===== src/rtl/forward_hazard_unit.sv =====
// forward_hazard_unit: EX-stage operand forwarding selects and load-use stall control
module forward_hazard_unit #(
    parameter int REG_ADDR_WIDTH  = 5,
    parameter int STALL_CNT_WIDTH = 16
) (
    input  logic                       clock,
    input  logic                       reset,
    input  logic                       id_valid,
    input  logic [REG_ADDR_WIDTH-1:0]  id_rs,
    input  logic [REG_ADDR_WIDTH-1:0]  id_rt,
    input  logic                       id_uses_rs,
    input  logic                       id_uses_rt,
    input  logic [REG_ADDR_WIDTH-1:0]  id_dest,
    input  logic                       id_reg_write,
    input  logic                       id_mem_read,
    input  logic                       flush,
    output logic [1:0]                 forward_a,
    output logic [1:0]                 forward_b,
    output logic                       stall,
    output logic                       pc_write,
    output logic                       ifid_write,
    output logic [STALL_CNT_WIDTH-1:0] stall_count
);
    logic [REG_ADDR_WIDTH-1:0] ex_rs, ex_rt, ex_dest, mem_dest, wb_dest;
    logic ex_rw, ex_mr, mem_rw, wb_rw, load_use, bubble;

    // Forward selects (MEM beats WB, $0 never forwards) and load-use detection
    always_comb begin
        forward_a = (mem_rw && mem_dest != '0 && mem_dest == ex_rs) ? 2'd2 :
                    (wb_rw && wb_dest != '0 && wb_dest == ex_rs) ? 2'd1 : 2'd0;
        forward_b = (mem_rw && mem_dest != '0 && mem_dest == ex_rt) ? 2'd2 :
                    (wb_rw && wb_dest != '0 && wb_dest == ex_rt) ? 2'd1 : 2'd0;
        load_use  = id_valid && ex_mr && ex_dest != '0 &&
                    ((id_uses_rs && id_rs == ex_dest) || (id_uses_rt && id_rt == ex_dest));
        stall     = load_use && !flush;
        bubble    = stall || flush || !id_valid;
    end

    assign pc_write   = ~stall;
    assign ifid_write = ~stall;

    // Shadow tag pipeline across ID/EX, EX/MEM and MEM/WB
    always_ff @(posedge clock or posedge reset) begin
        if (reset) begin
            ex_rs    <= '0;
            ex_rt    <= '0;
            ex_dest  <= '0;
            ex_rw    <= 1'b0;
            ex_mr    <= 1'b0;
            mem_dest <= '0;
            mem_rw   <= 1'b0;
            wb_dest  <= '0;
            wb_rw    <= 1'b0;
        end else begin
            wb_dest  <= mem_dest;
            wb_rw    <= mem_rw;
            mem_dest <= ex_dest;
            mem_rw   <= ex_rw;
            ex_rs    <= (bubble || !id_uses_rs) ? '0 : id_rs;
            ex_rt    <= (bubble || !id_uses_rt) ? '0 : id_rt;
            ex_dest  <= bubble ? '0 : id_dest;
            ex_rw    <= !bubble && id_reg_write;
            ex_mr    <= !bubble && id_mem_read;
        end
    end

    // Saturating count of stall cycles
    always_ff @(posedge clock or posedge reset) begin
        if (reset)
            stall_count <= '0;
        else if (stall && stall_count != '1)
            stall_count <= stall_count + 1'b1;
    end
endmodule


===== config.mk =====
export PLATFORM = sky130hd
export DESIGN_NAME = forward_hazard_unit
export DESIGN_NICKNAME = d
export VERILOG_FILES = /design/src/rtl/forward_hazard_unit.sv
export SDC_FILE = /design/constraint.sdc
export NUM_CORES = 1
export LEC_CHECK = 0
export BUFFER_PORTS_ARGS = -buffer_cell sky130_fd_sc_hd__buf_2
export CELL_PAD_IN_SITES_DETAIL_PLACEMENT = 0
export CELL_PAD_IN_SITES_GLOBAL_PLACEMENT = 2
export CORE_AREA = 2 2 81 83
export DETAILED_ROUTE_END_ITERATION = 8
export DIE_AREA = 0 0 83 85
export GPL_ROUTABILITY_DRIVEN = 0
export PLACE_DENSITY = 0.73
export SYNTH_ARGS = -nofsm -noshare
export SYNTH_HDL_FRONTEND = slang
export SYNTH_SLANG_ARGS = --single-unit

===== constraint.sdc =====
create_clock -name clock -period 2.3 [get_ports clock]
set_input_delay 0.46 -clock clock [delete_from_list [all_inputs] [get_ports clock]]
set_output_delay 0.46 -clock clock [all_outputs]
set_load 0.02 [all_outputs]

==> flow_metrics.env <==
export IMPL_status="finished with violations"
export IMPL_violations="setup timing"
export IMPL_crit_fanout=2
export IMPL_n_antenna_cell=0
export IMPL_avgRoutedWirePerCell_um=14.2
export IMPL_crit_path_end_kind="output pin"
export IMPL_finClkSkew_ps=6.42
export IMPL_start_kind="register"
export IMPL_place_ws_ps=127
export IMPL_ant_nets=0
export IMPL_finalNetCount=253
export IMPL_crit_chain="or4_4 -> o21ai_4 -> nor4_2 -> nor4_2 -> buf_2"
export IMPL_ys_top_cells_by_area="dfrtp_1 56%, xnor2_1 12%, xor2_1 7.8%, and3_1 5.9%, nand4_1 2.8%"
export IMPL_vias=1429
export IMPL_worstMarginPinSlew_ps=558
export IMPL_yosysTopAreaCell="dfrtp_1"
export IMPL_r2r_end="stall_count[1]"
export IMPL_power_density_nw_per_um2=598
export IMPL_synthesis_area_um2=2030
export IMPL_cp_common_cell="nor4_2"
export IMPL_synth_seq_area_share_pct=55.6
export IMPL_syn_num_nets=196
export IMPL_area_delta_synth_final_pct=27.3
export IMPL_grt_pass1_vias=1451
export IMPL_critPathMaxStageDelay_ps=540
export IMPL_cts_num_sinks=45
export IMPL_wirelength_mm=4.36
export IMPL_fin_area_um2=2580
export IMPL_dr_first_iter_drc_count=46
export IMPL_timing_critical_path_buf_inv=1
export IMPL_fin_ws_ps=-93.6
export IMPL_fin_tns_setup_ps=-176
export IMPL_globalRouteTotalUtil_pct=12.6
export IMPL_cts_clk_slew_worst_paths_ps=90
export IMPL_critPathTopFamily="simple AND/OR/NAND/NOR gates"
export IMPL_crit_arrival_ps=1930
export IMPL_antenna_found_initial=0
export IMPL_portBuffers=45
export IMPL_rsz0062_at_grt="true"
export IMPL_path_class="reg2out"
export IMPL_power_leakage_nw=1.34
export IMPL_drc_errors=0
export IMPL_synth_distinct_cells=29
export IMPL_r2r_start="ex_dest[1]"
export IMPL_synth_top_area_share_pct=55.6
export IMPL_timing_slew_headroom_pct=62.8
export IMPL_die_area_um2=7060
export IMPL_wl_met2_mm=2.12
export IMPL_finalCritPeriodShare_pct=104
export IMPL_root_buffer="clkbuf_8"
export IMPL_top_layer="met4"
export IMPL_clk_latency_ps=290
export IMPL_drv_cap=0
export IMPL_rows=29
export IMPL_cp_startpoint="mem_dest[1]"
export IMPL_core_area_um2=6200
export IMPL_hp_class="in2async"
export IMPL_cp_depth=5
export IMPL_routed_via_density=4.65
export IMPL_ff2ff_path_depth=6
export IMPL_hold_violations=0
export IMPL_power_mw=1.54
export IMPL_n_fill_cell=612
export IMPL_cts_tree="built"
export IMPL_syn_inst=172
export IMPL_num_io_pins=46
export IMPL_setup_violations=2
export IMPL_grt_ovfl_total=0
export IMPL_floorplan_initialDensity_pct=32.7
export IMPL_slew_violations=0
export IMPL_slowest_stage="or4_4"
export IMPL_routed_wl_met3_um=179
export IMPL_post_route_min_period_ps=2390
export IMPL_die_w_um=83
export IMPL_layout_commonest_cell="dfrtp_1"
export IMPL_grt_pass1_wl_mm=6.98
export IMPL_cts_htree_levels=2
export IMPL_cts_buffer_depth=2
export IMPL_hpwl_mm=3.22
export IMPL_ir_drop_mv=0.310
export IMPL_cts_buffers=5
export IMPL_layout_common_cells="44 x dfrtp_1, 41 x buf_2, 27 x xnor2_1"
export IMPL_critPathRequiredTime_ps=1840
export IMPL_fp_dieH_um=85
export IMPL_dpl_cell_area_um2=2370
export IMPL_drt_met1_wl_mm=1.96
export IMPL_crit_end="forward_b[0]"
export IMPL_syn_avg_cell_area_um2=11.8
export IMPL_dr_pass1_iters=4
export IMPL_grt_max_degree=46
export IMPL_drive_above_1_share_pct=33.5
export IMPL_yosys_warnings=0
export IMPL_max_freq_mhz=418
export IMPL_ys_ff_latch=45
export IMPL_r2r_setup_slack_ps=220
-- cells by family (layout without fill, tap and decap cells) --
logic type | after synthesis | in the layout | synth area share, %
AND/OR/NAND/NOR | 67 | 67 | 19.0
XOR/XNOR | 45 | 45 | 19.4
flip-flops | 45 | 45 | 55.6
AO/OA/AOI/OAI | 7 | 7 | 3.15
buffers and inverters | 6 | 64 | 1.73
adder cells (fa/ha/maj) | 1 | 1 | 0.617
multiplexers | 1 | 1 | 0.556
-- flip-flops by register name, summed over array words and instances (netlist names) --
register and cells:
mem_rw 1, ex_rs 5, mem_dest 5, ex_rt 5
ex_rw 1, ex_mr 1, ex_dest 5, wb_dest 5
wb_rw 1, stall_count 16
-- where the power goes --
| part | internal (mW) | switching [mW] |
|---|---|---|
| clock | 0.325 | 0.264 |
| combinational | 0.0615 | 0.0637 |
| sequential | 0.808 | 0.0194 |
-- worst register-to-register path: cells and delay by family, from the launching register on --
family / cells / cell delay (ps)
AND/OR/NAND/NOR: 2 / 610
flip-flops: 1 / 410
multiplexers: 1 / 370
AO/OA/AOI/OAI: 1 / 270
XOR/XNOR: 1 / 150
buffers and inverters: 1 / 150
-- per-stage QoR --
stage          hold WS, ps  utilization, %  cells
2_1_floorplan          331               -    172
3_3_place_gp           353            38.2    295
3_5_place_dp           356            38.2    295
4_1_cts                304            40.8    305
5_1_grt                360            41.6    307
6_report               294            41.6    307
-- cells in the mapped netlist, drive strengths merged --
| cell | instances |
|---|---|
| ha | 1 |
| xor2 | 18 |
| o211ai | 2 |
| nand3 | 7 |
| o22a | 1 |
| xnor2 | 27 |
| clkbuf | 2 |
| nand4 | 9 |
| and3 | 19 |
| nand2 | 10 |
| and2 | 1 |
| o21ai | 2 |
| o22ai | 1 |
| nor2 | 6 |
| inv | 2 |
| mux2 | 1 |
| o21bai | 1 |
| nor4 | 4 |
| nor2b | 1 |
| nand2b | 1 |
| nor3 | 3 |
| buf | 2 |
| dfrtp | 45 |
| or4 | 6 |
-- metal layers --
| layer | track usage (%) | vias up |
|---|---|---|
| met5 | 0 | - |
| met4 | 5.22 | 0 |
| met3 | 3.11 | 12 |
| met2 | 20.7 | 34 |
| met1 | 15.9 | 677 |
| li1 | - | 706 |
-- how the worst min path moves through the flow --
stage / slack [ps] / to
after floorplan: 330 / mem_rw
after CTS: 300 / stall_count[14]
final: 290 / wb_dest[0]
after global placement: 350 / mem_rw
after global routing: 360 / wb_dest[0]
after detailed placement: 360 / mem_rw
-- repair_timing --
item                                    4_1_cts  5_1_grt
endpoints found under the setup margin        5        7
hold buffers                                  0        0
buffers inserted                              2        2
gates resized for setup                      11        6
pin swaps                                     2        3
-- final cells by class --
cell class                 count  area (um2)  area share [%]
sequential                    45        1130            43.7
inverter                       2        7.51           0.291
tap                           77        96.3            3.73
clock buffer                   5        68.8            2.67
clock inverter                 3        46.3            1.79
multi-input combinational    121         920            35.6
timing repair buffer          54         314            12.2
Power figures use the tool's default switching activity.
